### src/rtl/alu_pkg.sv
// Shared types for the sequential ALU.
//   alu_op_e    : 3-bit opcode encoding presented on the op port
//   alu_state_e : control FSM states
//   alu_flags_t : flag bundle registered alongside the result
//   calc_parity : even/odd parity helper (XOR reduction)
package alu_pkg;

  typedef enum logic [2:0] {
    OP_ADD = 3'b000,
    OP_SUB = 3'b001,
    OP_AND = 3'b010,
    OP_OR  = 3'b011,
    OP_XOR = 3'b100,
    OP_NOT = 3'b101,
    OP_MUL = 3'b110,
    OP_SHL = 3'b111
  } alu_op_e;

  typedef enum logic [1:0] {
    ST_IDLE = 2'b00,
    ST_BUSY = 2'b01,
    ST_DONE = 2'b10
  } alu_state_e;

  typedef struct packed {
    logic carry;
    logic zero;
    logic parity;
    logic overflow;
  } alu_flags_t;

  // Zero-extension does not change the XOR reduction, so callers may pass
  // any result width up to 32 bits cast to 32 bits.
  function automatic logic calc_parity(input logic [31:0] value);
    return ^value;
  endfunction

endpackage

### src/rtl/alu_mul_seq.sv
// Sequential shift-add multiplier, one partial-product step per clock.
//   clk, rst_n : clock and asynchronous active-low reset
//   start      : load a/b and begin a WIDTH-step multiplication
//   a, b       : unsigned multiplicand / multiplier
//   done       : high during the cycle whose closing edge performs the last step
//   product    : 2*WIDTH-bit product after the step taken on the coming edge;
//                equals the full product while done is high
module alu_mul_seq #(
  parameter int WIDTH = 8
) (
  input  logic                 clk,
  input  logic                 rst_n,
  input  logic                 start,
  input  logic [WIDTH-1:0]     a,
  input  logic [WIDTH-1:0]     b,
  output logic                 done,
  output logic [2*WIDTH-1:0]   product
);

  localparam int CNT_W = $clog2(WIDTH + 1);

  logic [2*WIDTH-1:0] acc_q, acc_d;
  logic [2*WIDTH-1:0] mcand_q, mcand_d;
  logic [WIDTH-1:0]   mplier_q, mplier_d;
  logic [CNT_W-1:0]   cnt_q, cnt_d;
  logic [2*WIDTH-1:0] acc_step_s;

  assign acc_step_s = mplier_q[0] ? (acc_q + mcand_q) : acc_q;
  // Exposing the post-step value lets the caller capture the product on the
  // same edge that performs the final step, saving a cycle of latency.
  assign done       = (cnt_q == CNT_W'(1));
  assign product    = acc_step_s;

  // Next-state for the operand shifters, accumulator and step counter.
  always_comb begin
    acc_d    = acc_q;
    mcand_d  = mcand_q;
    mplier_d = mplier_q;
    cnt_d    = cnt_q;
    if (start) begin
      acc_d    = {(2*WIDTH){1'b0}};
      mcand_d  = {{WIDTH{1'b0}}, a};
      mplier_d = b;
      cnt_d    = CNT_W'(WIDTH);
    end else if (cnt_q != CNT_W'(0)) begin
      acc_d    = acc_step_s;
      mcand_d  = {mcand_q[2*WIDTH-2:0], 1'b0};
      mplier_d = {1'b0, mplier_q[WIDTH-1:1]};
      cnt_d    = cnt_q - CNT_W'(1);
    end else begin
      acc_d    = acc_q;
      cnt_d    = cnt_q;
    end
  end

  // Multiplier state registers; reset clears the counter so an abandoned
  // multiplication never signals done.
  always_ff @(posedge clk or negedge rst_n) begin
    if (!rst_n) begin
      acc_q    <= {(2*WIDTH){1'b0}};
      mcand_q  <= {(2*WIDTH){1'b0}};
      mplier_q <= {WIDTH{1'b0}};
      cnt_q    <= {CNT_W{1'b0}};
    end else begin
      acc_q    <= acc_d;
      mcand_q  <= mcand_d;
      mplier_q <= mplier_d;
      cnt_q    <= cnt_d;
    end
  end

endmodule

### src/rtl/seq_alu.sv
// Sequential ALU with valid/ready handshakes and registered result/flags.
//   clk, rst_n          : clock and asynchronous active-low reset
//   in_valid / in_ready : request handshake; a, b, op captured on acceptance
//   out_valid/out_ready : result handshake; result and flags hold until taken
//   result              : WIDTH-bit registered result
//   carry, zero, parity, overflow : registered flags matching result
// Single-cycle ops complete one cycle after acceptance; MUL runs the
// shift-add multiplier for WIDTH cycles and completes WIDTH+1 cycles after.
module seq_alu
  import alu_pkg::*;
#(
  parameter int WIDTH = 8
) (
  input  logic             clk,
  input  logic             rst_n,
  input  logic             in_valid,
  output logic             in_ready,
  input  logic [WIDTH-1:0] a,
  input  logic [WIDTH-1:0] b,
  input  logic [2:0]       op,
  output logic             out_valid,
  input  logic             out_ready,
  output logic [WIDTH-1:0] result,
  output logic             carry,
  output logic             zero,
  output logic             parity,
  output logic             overflow
);

  localparam int SH_W = $clog2(WIDTH);

  alu_state_e         state_q, state_d;
  logic [WIDTH-1:0]   result_q, result_d;
  alu_flags_t         flags_q, flags_d;
  logic               out_valid_q, out_valid_d;

  logic [WIDTH:0]     sum_s;
  logic [WIDTH:0]     diff_s;
  logic [SH_W-1:0]    shamt_s;
  logic [2*WIDTH-1:0] shl_wide_s;
  logic [WIDTH-1:0]   alu_res_s;
  logic               alu_carry_s;
  logic               alu_ovf_s;

  logic               mul_start_s;
  logic               mul_done_s;
  logic [2*WIDTH-1:0] mul_product_s;

  alu_mul_seq #(.WIDTH(WIDTH)) u_mul (
    .clk     (clk),
    .rst_n   (rst_n),
    .start   (mul_start_s),
    .a       (a),
    .b       (b),
    .done    (mul_done_s),
    .product (mul_product_s)
  );

  assign sum_s      = {1'b0, a} + {1'b0, b};
  // The extra top bit of the difference is the unsigned borrow.
  assign diff_s     = {1'b0, a} - {1'b0, b};
  assign shamt_s    = b[SH_W-1:0];
  // Shifting into a double-width vector leaves the last bit shifted out at
  // position WIDTH (zero when the shift amount is zero).
  assign shl_wide_s = {{WIDTH{1'b0}}, a} << shamt_s;

  // Single-cycle ALU: result, carry and overflow for every non-MUL opcode.
  always_comb begin
    alu_res_s   = {WIDTH{1'b0}};
    alu_carry_s = 1'b0;
    alu_ovf_s   = 1'b0;
    case (alu_op_e'(op))
      OP_ADD: begin
        alu_res_s   = sum_s[WIDTH-1:0];
        alu_carry_s = sum_s[WIDTH];
        alu_ovf_s   = (a[WIDTH-1] == b[WIDTH-1]) && (sum_s[WIDTH-1] != a[WIDTH-1]);
      end
      OP_SUB: begin
        alu_res_s   = diff_s[WIDTH-1:0];
        alu_carry_s = diff_s[WIDTH];
        alu_ovf_s   = (a[WIDTH-1] != b[WIDTH-1]) && (diff_s[WIDTH-1] != a[WIDTH-1]);
      end
      OP_AND:  alu_res_s = a & b;
      OP_OR:   alu_res_s = a | b;
      OP_XOR:  alu_res_s = a ^ b;
      OP_NOT:  alu_res_s = ~a;
      OP_SHL: begin
        alu_res_s   = shl_wide_s[WIDTH-1:0];
        alu_carry_s = shl_wide_s[WIDTH];
      end
      OP_MUL: begin
        // Result comes from the multiplier; nothing to compute here.
        alu_res_s   = {WIDTH{1'b0}};
      end
      default: begin
        alu_res_s   = {WIDTH{1'b0}};
      end
    endcase
  end

  // Control FSM: acceptance, multiplier sequencing and output handshake.
  always_comb begin
    state_d     = state_q;
    result_d    = result_q;
    flags_d     = flags_q;
    out_valid_d = out_valid_q;
    mul_start_s = 1'b0;
    case (state_q)
      ST_IDLE: begin
        if (in_valid) begin
          if (alu_op_e'(op) == OP_MUL) begin
            mul_start_s = 1'b1;
            state_d     = ST_BUSY;
          end else begin
            state_d          = ST_DONE;
            result_d         = alu_res_s;
            flags_d.carry    = alu_carry_s;
            flags_d.zero     = (alu_res_s == {WIDTH{1'b0}});
            flags_d.parity   = calc_parity(32'(alu_res_s));
            flags_d.overflow = alu_ovf_s;
            out_valid_d      = 1'b1;
          end
        end else begin
          state_d = ST_IDLE;
        end
      end
      ST_BUSY: begin
        if (mul_done_s) begin
          state_d          = ST_DONE;
          result_d         = mul_product_s[WIDTH-1:0];
          flags_d.carry    = |mul_product_s[2*WIDTH-1:WIDTH];
          flags_d.zero     = (mul_product_s[WIDTH-1:0] == {WIDTH{1'b0}});
          flags_d.parity   = calc_parity(32'(mul_product_s[WIDTH-1:0]));
          flags_d.overflow = 1'b0;
          out_valid_d      = 1'b1;
        end else begin
          state_d = ST_BUSY;
        end
      end
      ST_DONE: begin
        // Requests arriving here, including on the exit cycle, are dropped.
        if (out_ready) begin
          state_d     = ST_IDLE;
          out_valid_d = 1'b0;
        end else begin
          state_d = ST_DONE;
        end
      end
      default: begin
        state_d     = ST_IDLE;
        out_valid_d = 1'b0;
      end
    endcase
  end

  // State, result and flag registers.
  always_ff @(posedge clk or negedge rst_n) begin
    if (!rst_n) begin
      state_q     <= ST_IDLE;
      result_q    <= {WIDTH{1'b0}};
      flags_q     <= '{carry: 1'b0, zero: 1'b0, parity: 1'b0, overflow: 1'b0};
      out_valid_q <= 1'b0;
    end else begin
      state_q     <= state_d;
      result_q    <= result_d;
      flags_q     <= flags_d;
      out_valid_q <= out_valid_d;
    end
  end

  // in_ready must be high on the very first edge after reset release, so it
  // is a decode of the state register gated by rst_n rather than its own flop.
  assign in_ready  = rst_n & (state_q == ST_IDLE);
  assign out_valid = out_valid_q;
  assign result    = result_q;
  assign carry     = flags_q.carry;
  assign zero      = flags_q.zero;
  assign parity    = flags_q.parity;
  assign overflow  = flags_q.overflow;

endmodule

### config.mk
export PLATFORM = sky130hd
export DESIGN_NAME = seq_alu
export DESIGN_NICKNAME = d
export VERILOG_FILES = /design/src/rtl/alu_pkg.sv /design/src/rtl/alu_mul_seq.sv /design/src/rtl/seq_alu.sv
export SDC_FILE = /design/constraint.sdc
export NUM_CORES = 1
export LEC_CHECK = 0
export CORE_MARGIN = 1.5
export CORE_UTILIZATION = 50
export CTS_BUF_LIST = sky130_fd_sc_hd__clkbuf_8
export DETAILED_ROUTE_END_ITERATION = 16
export GPL_ROUTABILITY_DRIVEN = 0
export GPL_TIMING_DRIVEN = 1
export PLACE_DENSITY = 0.7
export RECOVER_POWER = 100
export SYNTH_ARGS = -nofsm -noshare
export SYNTH_HDL_FRONTEND = slang
export SYNTH_SLANG_ARGS = --single-unit
### constraint.sdc
create_clock -name clk -period 3.98 [get_ports clk]
set_input_delay 0.398 -clock clk [delete_from_list [all_inputs] [get_ports clk]]
set_output_delay 0.398 -clock clk [all_outputs]
set_load 0.01 [all_outputs]
======== Word level (Yosys, flattened, before mapping) ========
Cells that the tools add are included.
word-level totals
  register bits after elaboration ......... 59
  bits in latches ......................... 0
  bits in writable memories ............... 0
  ROM bits ................................ 0
  input bits .............................. 23
  output and inout port bits .............. 14
  logic and storage cells ................. 86
  memories ................................ 0
cells by class
  $add $sub $neg .......................... 4
  $mul .................................... 0
  divide/modulo/power cells ............... 0
  $lt $le $gt $ge ......................... 0
  equality and inequality tests ........... 18
  shifts and indexed selects .............. 1
  mux-type cells .......................... 33
  bitwise gates (word level) .............. 5
  reductions and logical operators ........ 14
operator list
  cell                  count
  $mux W16              5
  $pmux W8 S8           1
  $reduce_xor A32 Y1    2
  $mux W8               5
  $mux W4               5
  $add A16 B16 Y16      1
  $logic_not A8 Y1      2
  $pmux W8 S2           1
  $eq A3 B3 Y1 const B  4
  $add A8 B8 Y9         1
  $shl A8 B3 Y9         1
  $sub A8 B8 Y9         1
  $and A8 B8 Y8         1
  $mux W2               4
  $ne A2 B2 Y1 const B  4
  $not A8 Y8            1
  $or A8 B8 Y8          1
  $pmux W4 S2           1
  $reduce_and A4 Y1     2
  $reduce_or A8 Y1      1
  $xor A8 B8 Y8         1
  $mux W1               7
  $eq A3 B2 Y1 const B  2
  $pmux W1 S3           2
  other kinds (15)      19

======== Logic depth before layout (Yosys ltp) ========
  word-level depth ........................ 7
  gate-level depth with buffers ........... 15
  mapped depth without buffers ............ 14

======== Modules after synthesis ========
From an unflattened synthesis, not the netlist that was laid out.
unflattened totals
  cell total of the unflattened synthesis .. 666
  area total of the unflattened synthesis .. 5557.8 um^2
by module, submodules not included
  module       instances  cells an instance  area an instance (um^2)  seq. area each (um^2)
  alu_mul_seq  1          345                3027.9                   1101.1
  seq_alu      1          321                2529.9                   375.4

======== Worst setup path after synthesis ========
OpenSTA, ideal clock, no wires.
  path kind ............................... input-to-reg
  start ................................... input port b[2]
  end ..................................... register flags_q (netlist bit parity)
  library setup time ...................... 0.083 ns
  data arrival time ....................... 2.956 ns
  required time ........................... 3.897 ns
  path slack .............................. 0.941 ns
  stages .................................. 14
  buffers on the path ..................... 1
  cell sequence ........................... clkinv_1 -> ha_1 -> buf_2 -> o21ba_2 -> o21ai_0 -> a221oi_1 -> or2_2 -> a21oi_1 -> or3_1 -> ha_1 -> xnor2_1 -> xnor2_1 -> a21oi_1 -> o21ai_0
on the way
  longest elaborated chain between the ends .. 6
  elaborated cells on any way between the ends .. 11
  those cells by class .................... add/sub (2); shift (1); mux (4); bitwise (3); reduce/logical (1)
ends and longest elaborated chain
  what                                         RTL line        text
  start, declared                              seq_alu.sv:19   input logic [WIDTH-1:0] b,
  $sub A8 B8 Y9, or another cell as far along  seq_alu.sv:61   assign diff_s = {1'b0, a} - {1'b0, b};
  $pmux W8 S8 *                                seq_alu.sv:72   case (alu_op_e'(op))
  $reduce_xor A32 Y1 *                         alu_pkg.sv:35   return ^value;
  $mux W4 *                                    seq_alu.sv:111  if (alu_op_e'(op) == OP_MUL) begin
  $mux W4 *                                    seq_alu.sv:110  if (in_valid) begin
  $pmux W4 S2 *                                seq_alu.sv:108  case (state_q)
  end signal, assigned                         seq_alu.sv:161  flags_q <= '{carry: 1'b0, zero: 1'b0, parity: 1'b0, overflow: 1'b0};
  end signal, assigned                         seq_alu.sv:166  flags_q <= flags_d;
  end, declared                                seq_alu.sv:34   alu_flags_t flags_q, flags_d;
Every way passes the cells marked *; elsewhere a longest branch is shown, timed or not. The select of a mux whose other input is x is not followed.
A chain may end at the register's enable or synchronous reset.

======== Worst setup path in the final report ========
  start ................................... input port a[0]
  end ..................................... register flags_q (netlist bit parity)
on the way
  longest elaborated chain between the ends .. 6
  elaborated cells on any way between the ends .. 12
  those cells by class .................... add/sub (2); shift (1); mux (4); bitwise (4); reduce/logical (1)
ends and longest elaborated chain
  what                                         RTL line        text
  start, declared                              seq_alu.sv:18   input logic [WIDTH-1:0] a,
  $sub A8 B8 Y9, or another cell as far along  seq_alu.sv:61
  $pmux W8 S8 *                                seq_alu.sv:72
  $reduce_xor A32 Y1 *                         alu_pkg.sv:35
  $mux W4 *                                    seq_alu.sv:111
  $mux W4 *                                    seq_alu.sv:110
  $pmux W4 S2 *                                seq_alu.sv:108
Marked as above.

==> results.json <==
{
  "overflow": 0,
  "worstPathCellList": "dlygate4sd3_1 > ha_1 > fa_1 > a21o_1 > a21oi_1 > o21ai_0 > a21oi_1 > mux2i_1 > or3_1 > ha_1 > xnor2_1 > xnor2_1 > a21oi_1 > o21ai_0",
  "met1_usage_pct": 35.2,
  "synth.net_count": 722,
  "synthDistinctLibCells": 66,
  "fin_crit_ps": 3610,
  "cts-htree-levels": 3,
  "synthXorXnorAreaFrac_pct": 3.89,
  "grt_pass1_vias": 4848,
  "die_w_um": 105,
  "antenna_found_initial": 0,
  "ant_nets": 0,
  "crit_path_max_fanout": 5,
  "drive_above_1_share_pct": 7.91,
  "area_growth_pct": 14.5,
  "synth_most_common_cell": "nand2_1",
  "ir_drop_v": 0.000460,
  "power_frac_clock_pct": 15.5,
  "rsz0062_at_grt": "no",
  "clk_pin_slew_ps": 70,
  "post_cts_resized": 0,
  "synth_area_leaders": "dfrtp_1 28%, ha_1 12%, nand2_1 6.2%, a21oi_1 5.7%, nor2_1 5.6%",
  "critical_path_buf_inv_count": 1,
  "drt_iter0_drc": 378,
  "report.final.hold_viol_count": 0,
  "comb_power_share_pct": 56.4,
  "synthTopCellsByCount": "86 x nand2_1, 77 x nor2_1, 59 x a21oi_1, 59 x dfrtp_1, 51 x ha_1",
  "p_per_area_mw_per_mm2": 668,
  "cp_top_family": "compound AO/OA/AOI/OAI gates",
  "cp_slowest_stage_delay_ps": 610,
  "fin_tns_setup_ps": 0,
  "synthMuxAreaShare_pct": 4.90,
  "failed_checks": "max-capacitance violations, max-slew violations",
  "busiest_layer": "met2",
  "synth-edff-count": 0,
  "gr-usage-met3_pct": 4.30,
  "ys_warn_count": 0,
  "clkLatencyLatePin_ps": 340,
  "crit_slowest_cell": "dlygate4sd3_1",
  "ys.flop_type": "dfrtp_1",
  "cts_buffer_depth": 2,
  "p_int_mw": 2.26,
  "slew_violations": 60,
  "vias": 4927,
  "routedWlPerCell_um": 17.5,
  "fin_worst_skew_ps": 9.63,
  "final_area_mm2": 0.00594,
  "first_pass_iters": 6,
  "status": "finished with violations",
  "clock.fmax_ghz": 0.277,
  "post-route-util_pct": 59.9,
  "synth-simple-area-share_pct": 20.0,
  "fin_nets": 757,
  "grt_util_all_layers_pct": 27.0,
  "syn_inst": 645,
  "grt_pass1_wl_um": 23600,
  "diodes": 0,
  "start_kind": "primary input",
  "worst_slew_pin_slew_ps": 3130,
  "cts_buffers": 9,
  "cts_root_buffer": "clkbuf_8",
  "end_kind": "flip-flop",
  "required_ps": 4170,
  "rows": 36,
  "grt.met2_usage_pct": 43.5,
  "crit_top_cell": "a21oi_1",
  "hp-class": "flip-flop to flip-flop",
  "cts_hold_buffers": 0,
  "avgSynthCellArea_um2": 8.04,
  "initial_core_util_pct": 52.3,
  "ys_seq_elements": 59,
  "path_class": "primary input to flip-flop",
  "p_leak_nw": 2.68,
  "holdWs_ps": 473,
  "timing.final.crit_share_pct": 90.8,
  "placed_area_mm2": 0.00574,
  "drt-vias-per-instance": 6.04,
  "wl_um": 14300,
  "clock-sinks": 59,
  "synth_top_family_by_area": "compound AO/OA/AOI/OAI gates",
  "portBuffers": 36,
  "tritoncts": "done",
  "maxSlewHeadroom_pct": -109,
  "cp.arrival_ps": 3800,
  "grt_start_max_net_pins": 60,
  "synth-compound-area-share_pct": 24.0,
  "post-cts-setup-buffers": 0,
  "fillCellCount": 862,
  "synth_fa_ha_area_share_pct": 13.5,
  "swShare_pct": 43.1,
  "p_seq_share_pct": 28.1,
  "place_hpwl_um": 10700,
  "synth_top_area_share_pct": 28.5,
  "pin_count": 37,
  "core_area_mm2": 0.00991,
  "finalSetupViolCount": 0,
  "p_switching_mw": 1.71,
  "synth_top_area_cell": "dfrtp_1",
  "netlist_area_mm2": 0.00518,
  "fp.dieH_um": 105,
  "die_area_mm2": 0.0110,
  "drc_errors": 0,
  "synth-async-reset-ratio_pct": 100,
  "max_cap_violations": 1,
  "ys_seq_area_share_pct": 28.5,
  "finalPower_mw": 3.97
}
-- power groups by stage --
stage / sequential (mW) / clock [mW] / combinational [mW]
2_1_floorplan: 1.04 / 0 / 1.70
3_3_place_gp: 1.11 / 0 / 2.18
3_5_place_dp: 1.12 / 0 / 2.24
4_1_cts: 1.11 / 0.623 / 2.26
5_1_grt: 1.16 / 0.648 / 2.50
6_report: 1.12 / 0.615 / 2.24
-- worst paths after layout --
path                                  start                 to  slack, ps  cells past startpoint
max                                    a[0]             parity        370                     14
min                               result[2]          result[2]        470                      1
max reg2reg                u_mul.mcand_q[4]             parity        450                     15
min reg2reg                       result[2]          result[2]        470                      1
max in group asynchronous             rst_n  u_mul.mplier_q[6]        960                      2
min in group asynchronous             rst_n          out_valid       1220                      2
-- placed cells by master, fill, tap and decap left out, types with 4 or more instances in the layout --
cell type	count
a211oi_1	15
a21o_1	11
a21oi_1	59
a221oi_1	8
a31oi_1	19
and2_1	5
buf_4	20
clkbuf_1	7
clkbuf_8	11
clkdlybuf4s50_1	19
dfrtp_1	59
dlygate4sd3_1	16
ha_1	51
inv_1	32
mux2i_1	16
nand2_1	86
nand2b_1	8
nand3_1	12
nand4_1	6
nor2_1	77
nor2b_1	4
nor3_1	10
o211ai_1	6
o21ai_0	27
o22ai_1	6
or3_1	8
xnor2_1	17
xor2_1	6
-- stage by stage --
| step | std cells | worst slack, ps |
|---|---|---|
| after global routing | 816 | 143 |
| after CTS | 816 | 522 |
| after floorplan | 645 | 941 |
| final | 816 | 368 |
| after detailed placement | 802 | 199 |
| after global placement | 802 | 275 |
-- area by class of cell --
| class | count | area (um^2) | share of cell area (%) |
|---|---|---|---|
| Clock buffer | 11 | 151 | 2.55 |
| Clock inverter | 3 | 63.8 | 1.08 |
| Inverter | 32 | 120 | 2.02 |
| Multi-Input combinational cell | 516 | 3430 | 57.8 |
| Sequential cell | 59 | 1480 | 24.9 |
| Tap cell | 133 | 166 | 2.80 |
| Timing Repair Buffer | 62 | 527 | 8.87 |
-- per-layer routing --
metal	routed length (um)	vias up
met3	878	48
met5	0	-
met2	6600	193
met4	503	0
li1	-	2373
met1	6330	2313
-- worst reg2reg max path, cell delays in order, from the launching register on --
cell	delay, ps
dfrtp_1	410
ha_1	380
a21o_1	250
a31o_2	260
o21ai_0	450
nand2b_1	110
a21oi_1	190
xnor2_1	140
mux2i_1	90
clkbuf_1	190
ha_1	320
xnor2_1	190
xnor2_1	140
nor2_1	60
a21oi_1	120
o21ai_0	80
-- logic make-up (layout without fill, tap and decap cells) --
group,Yosys count,in the layout
multiplexers,21,21
AND/OR/NAND/NOR,232,232
XOR/XNOR,23,23
flip-flops,59,59
AO/OA/AOI/OAI,186,186
adder cells (fa/ha/maj),54,54
buffers and inverters,70,108
-- state kept, by name, indices dropped and copies added (netlist names) --
signal and cells:
u_mul.acc_q 16, u_mul.cnt_q 4, overflow 1, u_mul.mcand_q 16, parity 1, state_q 2
zero 1, out_valid 1, carry 1, result 8, u_mul.mplier_q 8
Power figures use the tool's default switching activity.
